--- src/rtl/aud_pkg.sv ---
// Shared types and default sizes for the audio playback engine.
package aud_pkg;

    localparam int AUD_DATA_W  = 16;
    localparam int AUD_ADDR_W  = 20;
    localparam int AUD_SPEED_W = 3;

    typedef enum logic [1:0] {
        S_IDLE  = 2'd0,
        S_PLAY  = 2'd1,
        S_PAUSE = 2'd2
    } state_t;

    typedef enum logic [1:0] {
        M_NORMAL = 2'd0,
        M_FAST   = 2'd1,
        M_SLOW0  = 2'd2,
        M_SLOW1  = 2'd3
    } mode_t;

endpackage

--- src/rtl/aud_interp_div.sv ---
// Sequential signed restoring divider (quotient truncated toward zero) with
// start/done handshake and abort.
module aud_interp_div #(
    parameter int NUM_W = 20,
    parameter int DEN_W = 5,
    parameter int OUT_W = 16
) (
    input  logic                    i_clk,
    input  logic                    i_rst,
    input  logic                    i_start,
    input  logic                    i_abort,
    input  logic signed [NUM_W-1:0] i_num,
    input  logic signed [DEN_W-1:0] i_den,
    output logic signed [OUT_W-1:0] o_quo,
    output logic                    o_done,
    output logic                    o_busy
);

    localparam int CNT_W = $clog2(NUM_W + 1);
    localparam int REM_W = DEN_W + 1;

    logic [NUM_W-1:0] quo;
    logic [REM_W-1:0] rem;
    logic [DEN_W-1:0] den_mag;
    logic [CNT_W-1:0] cnt;
    logic             neg;

    logic [REM_W-1:0] trial;
    logic             fits;
    logic [NUM_W-1:0] quo_nxt;

    // Division runs on magnitudes; the sign is restored on the final quotient.
    always_comb begin
        trial   = {rem[REM_W-2:0], quo[NUM_W-1]};
        fits    = (trial >= {1'b0, den_mag});
        quo_nxt = {quo[NUM_W-2:0], fits};
    end

    always_ff @(posedge i_clk or posedge i_rst) begin
        if (i_rst) begin
            quo     <= '0;
            rem     <= '0;
            den_mag <= '0;
            cnt     <= '0;
            neg     <= 1'b0;
            o_quo   <= '0;
            o_done  <= 1'b0;
            o_busy  <= 1'b0;
        end else if (i_abort) begin
            o_busy <= 1'b0;
            o_done <= 1'b0;
        end else if (i_start) begin
            quo     <= i_num[NUM_W-1] ? NUM_W'(-i_num) : NUM_W'(i_num);
            den_mag <= i_den[DEN_W-1] ? DEN_W'(-i_den) : DEN_W'(i_den);
            neg     <= i_num[NUM_W-1] ^ i_den[DEN_W-1];
            rem     <= '0;
            cnt     <= CNT_W'(NUM_W);
            o_busy  <= 1'b1;
            o_done  <= 1'b0;
        end else if (o_busy) begin
            quo <= quo_nxt;
            rem <= fits ? (trial - {1'b0, den_mag}) : trial;
            cnt <= cnt - CNT_W'(1);
            if (cnt == CNT_W'(1)) begin
                o_busy <= 1'b0;
                o_done <= 1'b1;
                o_quo  <= OUT_W'(neg ? -quo_nxt : quo_nxt);
            end
        end else begin
            o_done <= 1'b0;
        end
    end

endmodule

--- src/rtl/aud_dsp_player.sv ---
// SRAM-to-DAC playback engine: one sample step per DAC frame, with sample-skip
// speed-up and hold or linearly interpolated slow-down.
module aud_dsp_player
    import aud_pkg::*;
#(
    parameter int DATA_W  = AUD_DATA_W,
    parameter int ADDR_W  = AUD_ADDR_W,
    parameter int SPEED_W = AUD_SPEED_W
) (
    input  logic                      i_clk,
    input  logic                      i_rst,
    input  logic                      i_start,
    input  logic                      i_pause,
    input  logic                      i_stop,
    input  logic [SPEED_W-1:0]        i_speed,
    input  logic                      i_fast,
    input  logic                      i_slow_0,
    input  logic                      i_slow_1,
    input  logic                      i_daclrck,
    input  logic signed [DATA_W-1:0]  i_sram_data,
    input  logic [ADDR_W-1:0]         i_stop_addr,
    output logic signed [DATA_W-1:0]  o_dac_data,
    output logic [ADDR_W-1:0]         o_sram_addr,
    output logic [1:0]                o_state
);

    localparam int NUM_W = DATA_W + SPEED_W + 1;
    localparam int DEN_W = SPEED_W + 2;

    state_t                    state;
    mode_t                     mode;
    mode_t                     mode_in;
    logic [SPEED_W:0]          f;
    logic [SPEED_W:0]          f_in;
    logic [SPEED_W-1:0]        k;
    logic [SPEED_W-1:0]        k_nxt;
    logic signed [DATA_W-1:0]  prev;
    logic                      dac_q;

    logic                      tick;
    logic                      k_last;
    logic [SPEED_W:0]          step;
    logic [ADDR_W:0]           next_addr;
    logic [ADDR_W-1:0]         addr_adv;
    logic                      at_end;
    logic                      leave_play;

    logic signed [NUM_W-1:0]   prev_x;
    logic signed [NUM_W-1:0]   cur_x;
    logic signed [NUM_W-1:0]   w_prev;
    logic signed [NUM_W-1:0]   w_cur;
    logic signed [NUM_W-1:0]   div_num;
    logic signed [DEN_W-1:0]   div_den;
    logic                      div_start;
    logic                      div_abort;
    logic                      div_done;
    logic                      div_busy;
    logic signed [DATA_W-1:0]  div_quo;

    assign tick    = dac_q & ~i_daclrck;
    assign o_state = state;

    always_comb begin
        if (i_fast)        mode_in = M_FAST;
        else if (i_slow_1) mode_in = M_SLOW1;
        else if (i_slow_0) mode_in = M_SLOW0;
        else               mode_in = M_NORMAL;
        f_in = {1'b0, i_speed} + (SPEED_W+1)'(1);
    end

    always_comb begin
        k_last = (({1'b0, k} + (SPEED_W+1)'(1)) >= f);
        k_nxt  = k_last ? '0 : (k + SPEED_W'(1));
        case (mode)
            M_FAST:           step = f;
            M_SLOW0, M_SLOW1: step = k_last ? (SPEED_W+1)'(1) : '0;
            default:          step = (SPEED_W+1)'(1);
        endcase
        // Addresses are clamped at the stop address so they never overshoot it.
        next_addr = {1'b0, o_sram_addr} + (ADDR_W+1)'(step);
        addr_adv  = (next_addr >= {1'b0, i_stop_addr}) ? i_stop_addr : next_addr[ADDR_W-1:0];
        // End detection waits for an in-flight interpolation so the last value is shown.
        at_end     = (state == S_PLAY) && (o_sram_addr >= i_stop_addr) && !div_busy && !div_done;
        leave_play = (state == S_PLAY) && (i_stop || at_end || i_pause);
        div_start  = (state == S_PLAY) && !leave_play && tick && (mode == M_SLOW1);
        div_abort  = (state != S_PLAY) || leave_play;
    end

    always_comb begin
        prev_x  = {{(NUM_W-DATA_W){prev[DATA_W-1]}}, prev};
        cur_x   = {{(NUM_W-DATA_W){i_sram_data[DATA_W-1]}}, i_sram_data};
        w_prev  = NUM_W'(f) - NUM_W'(k);
        w_cur   = NUM_W'(k);
        // With F=1 the weighted form would lag by one sample; pass the current one.
        div_num = (f == (SPEED_W+1)'(1)) ? cur_x : (prev_x * w_prev + cur_x * w_cur);
        div_den = DEN_W'(f);
    end

    aud_interp_div #(
        .NUM_W (NUM_W),
        .DEN_W (DEN_W),
        .OUT_W (DATA_W)
    ) u_div (
        .i_clk   (i_clk),
        .i_rst   (i_rst),
        .i_start (div_start),
        .i_abort (div_abort),
        .i_num   (div_num),
        .i_den   (div_den),
        .o_quo   (div_quo),
        .o_done  (div_done),
        .o_busy  (div_busy)
    );

    always_ff @(posedge i_clk or posedge i_rst) begin
        if (i_rst) begin
            state       <= S_IDLE;
            mode        <= M_NORMAL;
            f           <= '0;
            k           <= '0;
            prev        <= '0;
            dac_q       <= 1'b0;
            o_sram_addr <= '0;
            o_dac_data  <= '0;
        end else begin
            dac_q <= i_daclrck;
            case (state)
                S_IDLE: begin
                    if (i_start) begin
                        state       <= S_PLAY;
                        mode        <= mode_in;
                        f           <= f_in;
                        k           <= '0;
                        prev        <= '0;
                        o_sram_addr <= '0;
                        o_dac_data  <= '0;
                    end
                end
                S_PLAY: begin
                    if (i_stop || at_end) begin
                        state       <= S_IDLE;
                        k           <= '0;
                        prev        <= '0;
                        o_sram_addr <= '0;
                        o_dac_data  <= '0;
                    end else if (i_pause) begin
                        state      <= S_PAUSE;
                        o_dac_data <= '0;
                    end else begin
                        if (tick) begin
                            o_sram_addr <= addr_adv;
                            if (mode != M_SLOW1) o_dac_data <= i_sram_data;
                            if (mode == M_SLOW0 || mode == M_SLOW1) k <= k_nxt;
                            if (mode == M_SLOW1 && k_last) prev <= i_sram_data;
                        end
                        if (div_done) o_dac_data <= div_quo;
                    end
                end
                S_PAUSE: begin
                    if (i_stop) begin
                        state       <= S_IDLE;
                        k           <= '0;
                        prev        <= '0;
                        o_sram_addr <= '0;
                        o_dac_data  <= '0;
                    end else if (i_start) begin
                        state <= S_PLAY;
                        mode  <= mode_in;
                        f     <= f_in;
                        // A smaller new factor must not leave the hold counter out of range.
                        if ({1'b0, k} >= f_in) k <= SPEED_W'(f_in - (SPEED_W+1)'(1));
                    end
                end
                default: state <= S_IDLE;
            endcase
        end
    end

endmodule

--- config.mk ---
export PLATFORM = sky130hd
export DESIGN_NAME = aud_dsp_player
export DESIGN_NICKNAME = d
export VERILOG_FILES = /design/src/rtl/aud_pkg.sv /design/src/rtl/aud_interp_div.sv /design/src/rtl/aud_dsp_player.sv
export SDC_FILE = /design/constraint.sdc
export NUM_CORES = 1
export LEC_CHECK = 0
export ABC_AREA = 1
export CORE_ASPECT_RATIO = 0.8
export CORE_MARGIN = 4
export CORE_UTILIZATION = 40
export DETAILED_ROUTE_END_ITERATION = 8
export PLACE_DENSITY = 0.62
export RECOVER_POWER = 100
export SLEW_MARGIN = 40
export SYNTH_ARGS = -nofsm -noshare
export SYNTH_HDL_FRONTEND = slang
export SYNTH_SLANG_ARGS = --single-unit
--- constraint.sdc ---
create_clock -name i_clk -period 10.15 [get_ports i_clk]
set_clock_uncertainty 0.15 [all_clocks]
set_input_delay 2.03 -clock i_clk [delete_from_list [all_inputs] [get_ports i_clk]]
set_output_delay 2.03 -clock i_clk [all_outputs]
set_load 0.05 [all_outputs]
==> run metrics, run 1 <==
Reg area 0.00293 mm^2; Post-synth EDFFs 0; Syn Nets between 2000 and 2500; Finished Cell Area 0.0151 mm^2; critical path class reg2reg; core area 0.0327 mm^2; Max Cap Viol 2; # rows 59; Fin Setup TNS 0 ns; CP Buf/Inv Count 6; slowest cell on the critical path dfrtp_1; CTS resizes 0; GRT Residual Overflow 0; min Tclk post-route 8.62 ns; H-tree level count 4; CTS Sinks 117; RD Place Congestion roughly 0.94; fraction of registers with async set/reset 100%; final worst-path setup slack around 1.5 ns; Clk Latency, worst-skew pair 0.44 ns; Mapped Cells 1840; part of the cycle the worst path needs 85.0%; most frequent CP cell nand2_1; DP Worst Slack about 2 ns; cell area power density 328 mW/mm^2; Worst-Margin Slew 4.08 ns; Area Growth Syn to Fin 13.3%; Yosys warning total 0; syn_area_per_cell 7.23 um^2; Initial Util 40.7%; Post-synth top flop dfrtp_1; Synth Cell Area 0.0133 mm^2; Ports 86; Via density around 5.2; Synth Area in Adders 26.9%; residual DRC count 0; max-slew violation count 120; Post-DP HPWL 31.1 mm; sequential fraction of the synthesis area 22.0%; P_leak 8.36 nW; DRT iter0 DRCs 1196; # setup viols final 0; clock buffer depth 2; top-area cell type share of the netlist area approximately 22%; GR peak layer met1; # hold bufs at CTS 0; post-synthesis mux area share 0.0752%; n_diodes 0; port buffer count 85; Synth Area in Simple Gates 24.7%; clock buffer count from CTS 17; area occupied by multi-input gates approximately 0.0088 mm^2; CP endpoint kind register; DRT Wirelength 39.6 mm; peak supply drop 0.000162 V; die width about 210 um; area fraction in compound gates after synthesis 11.3%; met2 global-route usage 32.7%; largest net degree at the start of global routing 76; die height 171 um; CP arrival 8.75 ns; RSZ-0062 raised after global routing no; CP top delay family adder cells; fmax 0.116 GHz; grt met3 use 3.65%; met1 GRT Util between 30% and 40%; Worst Hold Class reg2reg; die area 0.0363 mm^2; via count 12194; first-pass GRT wire length 64.1 mm; layout cells sized above 1 3.20%; Total GRT Usage around 22%; vias in the first global route 11671; postcts setup bufs 0; xor and xnor area share after synthesis 3.09%; Area contributors post-synth dfrtp_1 (22%), fa_1 (15%), nand2_1 (13%); CTS root buffer clkbuf_16; failing checks max-capacitance violations, max-slew violations; Reg clk slew, reported paths around 0.06 ns; Area after DPL 0.0145 mm^2; Routed Antenna Nets 0; largest family of logic cells by synthesized area adder cells; iteration count of the initial detailed-routing pass 5; CTS tree yes; antenna violations before repair 1; Final nets 2172; CP peak stage delay 0.89 ns; Worst setup SP type register; Fin. Hold Viols 0; worst path required time roughly 10 ns; post-synth cell types 46; crit-path max FO 19; max_slew headroom -172%; fillers around 3300; WL per Instance between 15 and 20 um; Yosys reg bits 117; outcome complete, but fails checks; biggest area consumer among synthesized cells dfrtp_1
==> synth_stat cells (2+ instances only) <==
cell type / instances
a31oi_1: 4
o21a_1: 3
or2_2: 2
inv_1: 351
o21ai_2: 2
o31ai_1: 18
o21ai_0: 119
nor4_1: 6
dfrtp_1: 117
xnor2_1: 8
xor2_1: 39
buf_6: 4
nand4_1: 30
o211ai_1: 23
fa_1: 99
ha_1: 128
inv_2: 5
buf_1: 3
nor2_4: 4
nor2_1: 127
nand3b_1: 4
or2_1: 2
nand3_2: 4
nand2_4: 2
a21oi_1: 67
buf_2: 10
clkbuf_1: 37
nand3_1: 116
a21o_1: 3
nand2_1: 446
o22ai_1: 3
nand2_2: 7
o21bai_1: 6
nor3_1: 19
nor2_2: 3
o21ai_1: 9
==> where the power goes <==
part	switching (mW)	total (mW)	internal, mW
Combinational	2.43	3.60	1.18
Clock	0.241	0.638	0.397
Sequential	0.136	0.709	0.573
==> final timing paths <==
path	end	startpoint	cells after the start	slack, ns
worst max-delay path	u_div.quo[11]	k[1]	28	1.53
worst min-delay path	o_dac_data[11]	o_dac_data[11]	2	0.32
worst min register to register	o_dac_data[11]	o_dac_data[11]	2	0.32
max in group asynchronous	o_dac_data[8]	i_rst	3	2.77
worst max register to register	u_div.quo[11]	k[1]	28	1.53
min in group asynchronous	o_sram_addr[9]	i_rst	2	2.47
==> layout by cell type, fill, tap and decap left out, types with 30 or more instances in the layout <==
cell type / count
nand3_1: 117
ha_1: 128
fa_1: 99
dlygate4sd3_1: 42
dfrtp_1: 116
inv_1: 352
nand2_1: 447
xor2_1: 39
a21oi_1: 67
nand4_1: 30
clkdlybuf4s50_1: 43
nor2_1: 127
o21ai_0: 124
==> through the flow <==
step	instances	util, %	hold WS (ns)	power (mW)
after floorplan	1840	-	0.292	3.41
after global placement	2305	44.3	0.315	4.24
after detailed placement	2305	44.4	0.318	4.27
after CTS	2336	46.2	0.333	4.96
after global routing	2336	46.1	0.355	5.49
final	2336	46.1	0.323	4.95
==> tightest hold or removal path, cell delays in order, from the launching register on <==
cell	delay, ns
dfrtp_1	0.33
nand2_1	0.05
o31ai_1	0.05
==> cell families after synthesis <==
kind of cell	after synthesis
AO/OA/AOI/OAI	265
XOR/XNOR	47
AND/OR/NAND/NOR	773
adder cells (fa/ha/maj)	227
buffers and inverters	410
flip-flops	117
multiplexers	1
==> state kept, by name (all words and copies together), names as in the netlist <==
register,count
u_div.cnt,5
mode,2
prev,16
f,4
u_div.o_quo,16
k,3
u_div.quo,20
u_div.rem,5
o_sram_addr,20
u_div.neg,1
u_div.o_busy,1
dac_q,1
u_div.den_mag,4
u_div.o_done,1
o_state,2
o_dac_data,16
==> routing by layer <==
metal  vias up  routed length (um)  part of all wire [%]
met2       378               16400                    41
li1       5951                   -                     -
met3        24                2720                   6.9
met1      5839               20200                    51
met5         -                  13                 0.033
met4         2                 278                  0.70
==> final cells by class <==
| type | count | area share, % |
|---|---|---|
| timing repair buffer | 92 | 5.84 |
| clock inverter | 12 | 1.03 |
| clock buffer | 19 | 3.00 |
| tap | 427 | 3.54 |
| multi-input combinational | 1313 | 58.3 |
| inverter | 356 | 8.87 |
| sequential | 117 | 19.4 |
(Power assumes the default switching activity.)
==> run 2, diff against run 1 <==
- clock period: 10.15 -> 8.33 ns (I/O delays scaled with it)
==> run metrics, run 2 (synthesis results as in run 1) <==
most frequent CP cell nand2_1 (unchanged); P_leak 8.43 nW (was 8.36 nW); outcome complete, but fails checks (unchanged); port buffer count 85 (unchanged); Hold Crit Endpoint o_dac_data[2] (was o_dac_data[11]); largest registers o_sram_addr: 20 flops, u_div.quo: 20 flops (unchanged); CP endpoint kind register (unchanged); Worst-Margin Slew 3.60 ns (was 4.08 ns); CP arrival 7.60 ns (was 8.75 ns); switching part of the total power 56.3% (was 56.6%); CTS resizes 0 (unchanged); Area Growth Syn to Fin 14.0% (was 13.3%); # hold bufs at CTS 0 (unchanged); total power 6.05 mW (was 4.95 mW); Via density 5.16 (was 5.22); Layout Utilization 46.4% (was 46.1%); DRT Wirelength 39.5 mm (was 39.6 mm); most frequent cells in the layout nand2_1 (446), inv_1 (353), ha_1 (128), nor2_1 (127), o21ai_0 (123) (was nand2_1 (447), inv_1 (352), ha_1 (128), nor2_1 (127), o21ai_0 (124)); r2r endpoint u_div.quo[4] (was u_div.quo[11]); antenna violations before repair 1 (unchanged); CP Buf/Inv Count 7 (was 6); first-pass GRT wire length 64.3 mm (was 64.1 mm); cell area power density 399 mW/mm^2 (was 328 mW/mm^2); H-tree level count 4 (unchanged); hold path startpoint o_dac_data[2] (was o_dac_data[11]); hold path cells 2 (unchanged); Max Cap Viol 2 (unchanged); Reg clk slew, reported paths 0.06 ns (about the same); Finished Cell Area 0.0152 mm^2 (was 0.0151 mm^2); fmax 0.134 GHz (was 0.116 GHz); max_slew headroom -140% (was -172%); Pint 2.64 mW (was 2.15 mW); largest net degree at the start of global routing 68 (was 76); clock buffer count from CTS 17 (unchanged); peak supply drop 0.000201 V (was 0.000162 V); Reg area 0.00293 mm^2 (about the same); DRT iter0 DRCs 1114 (was 1196); Clk Latency, worst-skew pair 0.44 ns (about the same); Worst setup SP type register (unchanged); Post-DP HPWL 31.5 mm (was 31.1 mm); CTS Sinks 117 (unchanged); die height 171 um (unchanged); area occupied by multi-input gates 0.00879 mm^2 (about the same); Total GRT Usage 22.6% (was 22.4%); slowest cell on the critical path fa_1 (was dfrtp_1); postcts setup bufs 0 (unchanged); clock buffer depth 2 (unchanged); die width 212 um (unchanged); Ports 86 (unchanged); RD Place Congestion 0.925 (was 0.940); GRT Residual Overflow 0 (unchanged); combinational share of power 73.3% (was 72.8%); most common cell after layout, fill and taps aside nand2_1 (unchanged); Worst Hold Class reg2reg (unchanged); iteration count of the initial detailed-routing pass 5 (unchanged); via count 12113 (was 12194); # setup viols final 0 (unchanged); Flop pwr share 13.8% (was 14.3%); fillers 3365 (was 3306); part of the cycle the worst path needs 89.6% (was 85.0%); die area 0.0363 mm^2 (unchanged); core area 0.0327 mm^2 (unchanged); clock network power share 12.8% (was 12.9%); Area after DPL 0.0146 mm^2 (was 0.0145 mm^2); worst r2r src f[0] (was k[1]); sw power 3.40 mW (was 2.80 mW); # rows 59 (unchanged); worst path required time 8.47 ns (was 10.28 ns); max-slew violation count 120 (unchanged); residual DRC count 0 (unchanged); WL per Instance 16.8 um (was 17.0 um); Initial Util 40.7% (unchanged); Fin Setup TNS 0 ns (unchanged); min Tclk post-route 7.46 ns (was 8.62 ns); CTS tree yes (unchanged); critical path class reg2reg (unchanged); reg2reg path depth 30 (was 28); RSZ-0062 raised after global routing no (unchanged); layout cells sized above 1 3.64% (was 3.20%); crit-path max FO 18 (was 19); vias in the first global route 11749 (was 11671); Fin. Hold Viols 0 (unchanged); failing checks max-capacitance violations, max-slew violations (unchanged); reg-to-reg slack, setup 0.87 ns (was 1.53 ns); Routed Antenna Nets 0 (unchanged); CTS root buffer clkbuf_16 (unchanged); CP top delay family adder cells (unchanged); Final nets 2184 (was 2172); CP peak stage delay 0.55 ns (was 0.89 ns)
run 2: stage by stage:
| stage | setup WS [ns] | hold WS [ns] | cells |
|---|---|---|---|
| floorplan | 1.87 | 0.292 | 1840 |
| global placement | 0.780 | 0.313 | 2317 |
| detailed placement | 0.649 | 0.320 | 2317 |
| CTS | 1.09 | 0.333 | 2348 |
| global route | 0.338 | 0.350 | 2348 |
| finish | 0.868 | 0.324 | 2349 |
run 2: final cells by class:
class | instances | area share, %
multi-input combinational | 1313 | 57.9
sequential | 117 | 19.3
inverter | 356 | 8.81
timing repair buffer | 104 | 6.40
tap | 427 | 3.52
clock buffer | 20 | 3.01
clock inverter | 11 | 0.998
antenna | 1 | 0.0165
run 2: worst max path at each step:
stage / from / to / depth (start not counted)
after CTS: i_sram_data[4] / u_div.quo[4] / 24
after floorplan: i_sram_data[4] / u_div.quo[14] / 22
after global routing: f[0] / u_div.quo[4] / 30
after detailed placement: i_sram_data[4] / u_div.quo[4] / 24
final: f[0] / u_div.quo[4] / 30
after global placement: i_sram_data[4] / u_div.quo[11] / 24
run 2: power groups by stage:
stage               sequential (mW)  combinational [mW]  clock, mW
finish                        0.837                4.43      0.776
global route                  0.859                5.10      0.811
CTS                           0.837                4.42      0.790
detailed placement            0.846                4.36          0
global placement              0.845                4.33          0
floorplan                     0.882                3.27          0
run 2: worst register-to-register path: cells and delay by family, from the launching register on:
kind / cells / cell delay (ns)
AO/OA/AOI/OAI: 3 / 0.42
buffers and inverters: 7 / 0.99
AND/OR/NAND/NOR: 12 / 1.70
adder cells (fa/ha/maj): 8 / 3.62
flip-flops: 1 / 0.42
run 2: metal layers:
layer | wire length [um] | part of all wire, % | GRT usage (%)
met1 | 19600 | 50 | 34.6
met2 | 16100 | 41 | 32.6
met3 | 3200 | 8.1 | 5.24
met4 | 527 | 1.3 | 4.42
met5 | 12 | 0.030 | 0
==> run 3, diff against run 2 <==
- CORE_UTILIZATION: 40 -> 55
- PLACE_DENSITY: 0.62 -> 0.79
==> run metrics, run 3 (synthesis results as in run 1) <==
residual DRC count 0 (unchanged); DRT Wirelength 37.3 mm (was 39.5 mm); CP Buf/Inv Count 7 (unchanged); most common cell after layout, fill and taps aside nand2_1 (unchanged); DRT iter0 DRCs 1153 (was 1114); layout cells sized above 1 3.64% (unchanged); Worst setup SP type register (unchanged); Worst Setup SP f[0] (unchanged); P_leak 8.41 nW (was 8.43 nW); RSZ-0062 raised after global routing no (unchanged); reg-to-reg slack, setup 0.78 ns (was 0.87 ns); Routed Antenna Nets 0 (unchanged); Final nets 2183 (was 2184); crit-path max FO 18 (unchanged); failing checks max-capacitance violations, max-slew violations (unchanged); # setup viols final 0 (unchanged); Total GRT Usage 28.2% (was 22.6%); outcome complete, but fails checks (unchanged); WL per Instance 16.7 um (was 16.8 um); port buffer count 85 (unchanged); H-tree level count 4 (unchanged); Worst-Margin Slew 3.37 ns (was 3.60 ns); CTS resizes 0 (unchanged); most frequent cells in the layout nand2_1 (446), inv_1 (354), ha_1 (128), nor2_1 (127), o21ai_0 (122) (was nand2_1 (446), inv_1 (353), ha_1 (128), nor2_1 (127), o21ai_0 (123)); Fin. Hold Viols 0 (unchanged); Reg clk slew, reported paths 0.06 ns (about the same); Initial Util 56.4% (was 40.7%); postcts setup bufs 0 (unchanged); CP top delay family adder cells (unchanged); peak supply drop 0.000360 V (was 0.000201 V); reg2reg path depth 30 (unchanged); # rows 50 (was 59); die width 182 um (was 212 um); n_diodes 0 (was 1); worst r2r src f[0] (unchanged); Finished Cell Area 0.0150 mm^2 (was 0.0152 mm^2); Area after DPL 0.0144 mm^2 (was 0.0146 mm^2); vias in the first global route 12188 (was 11749); critical path endpoint u_div.quo[4] (unchanged); fin cells 2233 (was 2349); placed cell count 2200 (was 2317); clock buffer depth 2 (unchanged); total power 6.03 mW (was 6.05 mW); RD Place Congestion 0.931 (was 0.925); iteration count of the initial detailed-routing pass 6 (was 5); DP Worst Slack 0.573 ns (was 0.649 ns); CTS Sinks 117 (unchanged); clock buffer count from CTS 17 (unchanged); CP arrival 7.66 ns (was 7.60 ns); Via density 5.61 (was 5.16); Fin Setup TNS 0 ns (unchanged); most frequent CP cell nand2_1 (unchanged); max_slew headroom -124% (was -140%); Clk Latency, worst-skew pair 0.43 ns (was 0.44 ns); min Tclk post-route 7.55 ns (was 7.46 ns); first-pass GRT wire length 61.5 mm (was 64.3 mm); die area 0.0268 mm^2 (was 0.0363 mm^2); cell area power density 402 mW/mm^2 (was 399 mW/mm^2); critical path class reg2reg (unchanged); worst hold slack 0.329 ns (was 0.324 ns); die height 147 um (was 171 um); CTS root buffer clkbuf_16 (unchanged); part of the cycle the worst path needs 90.6% (was 89.6%); critical path depth 30 (unchanged); CP peak stage delay 0.56 ns (was 0.55 ns); CP endpoint kind register (unchanged); worst path required time 8.44 ns (was 8.47 ns); Max Cap Viol 2 (unchanged); largest net degree at the start of global routing 64 (was 68); max-slew violation count 106 (was 120); core area 0.0236 mm^2 (was 0.0327 mm^2); Ports 86 (unchanged); Worst Hold Class reg2reg (unchanged); Post-DP HPWL 29.2 mm (was 31.5 mm); antenna violations before repair 0 (was 1); CTS tree yes (unchanged); Area Growth Syn to Fin 12.7% (was 14.0%); largest registers o_sram_addr: 20 flops, u_div.quo: 20 flops (unchanged); r2r endpoint u_div.quo[4] (unchanged); slowest cell on the critical path fa_1 (unchanged); Layout Utilization 63.6% (was 46.4%); # hold bufs at CTS 0 (unchanged); GRT Residual Overflow 0 (unchanged); fmax 0.132 GHz (was 0.134 GHz); via count 12523 (was 12113); final worst-path setup slack 0.782 ns (was 0.868 ns)
[run 3: report_power, final]
part           internal [mW]  leakage, nW  switching (mW)
combinational           1.46         6.65            2.99
sequential             0.698         1.49           0.142
clock                  0.450        0.276           0.297
total                   2.61         8.41            3.43
[run 3: metal layers]
layer	up-vias	wire, um	track usage [%]
li1	5978	-	-
met1	5978	16500	40.6
met2	501	16600	42.9
met3	66	3250	5.99
met4	0	875	8.55
met5	-	0	0
[run 3: cell type report]
| cell class | count | area (um^2) |
|---|---|---|
| multi-input combinational | 1313 | 8790 |
| sequential | 117 | 2930 |
| inverter | 356 | 1340 |
| clock buffer | 18 | 439 |
| fill | 2080 | 8590 |
| clock inverter | 14 | 148 |
| timing repair buffer | 103 | 960 |
| tap | 312 | 390 |
[run 3: worst min path at each step]
stage	start	to	cells past startpoint
floorplan	u_div.rem[4]	u_div.rem[4]	2
global placement	u_div.cnt[4]	u_div.cnt[4]	1
detailed placement	o_dac_data[7]	o_dac_data[7]	2
CTS	o_dac_data[7]	o_dac_data[7]	2
global route	o_dac_data[7]	o_dac_data[7]	2
finish	o_dac_data[15]	o_dac_data[15]	2
[run 3: tightest hold or removal path, delay by kind of cell, from the launching register on]
family,cells,cell delay [ns]
AOI/OAI and AO/OA,1,0.06
DFF,1,0.33
and+or+nand+nor,1,0.06
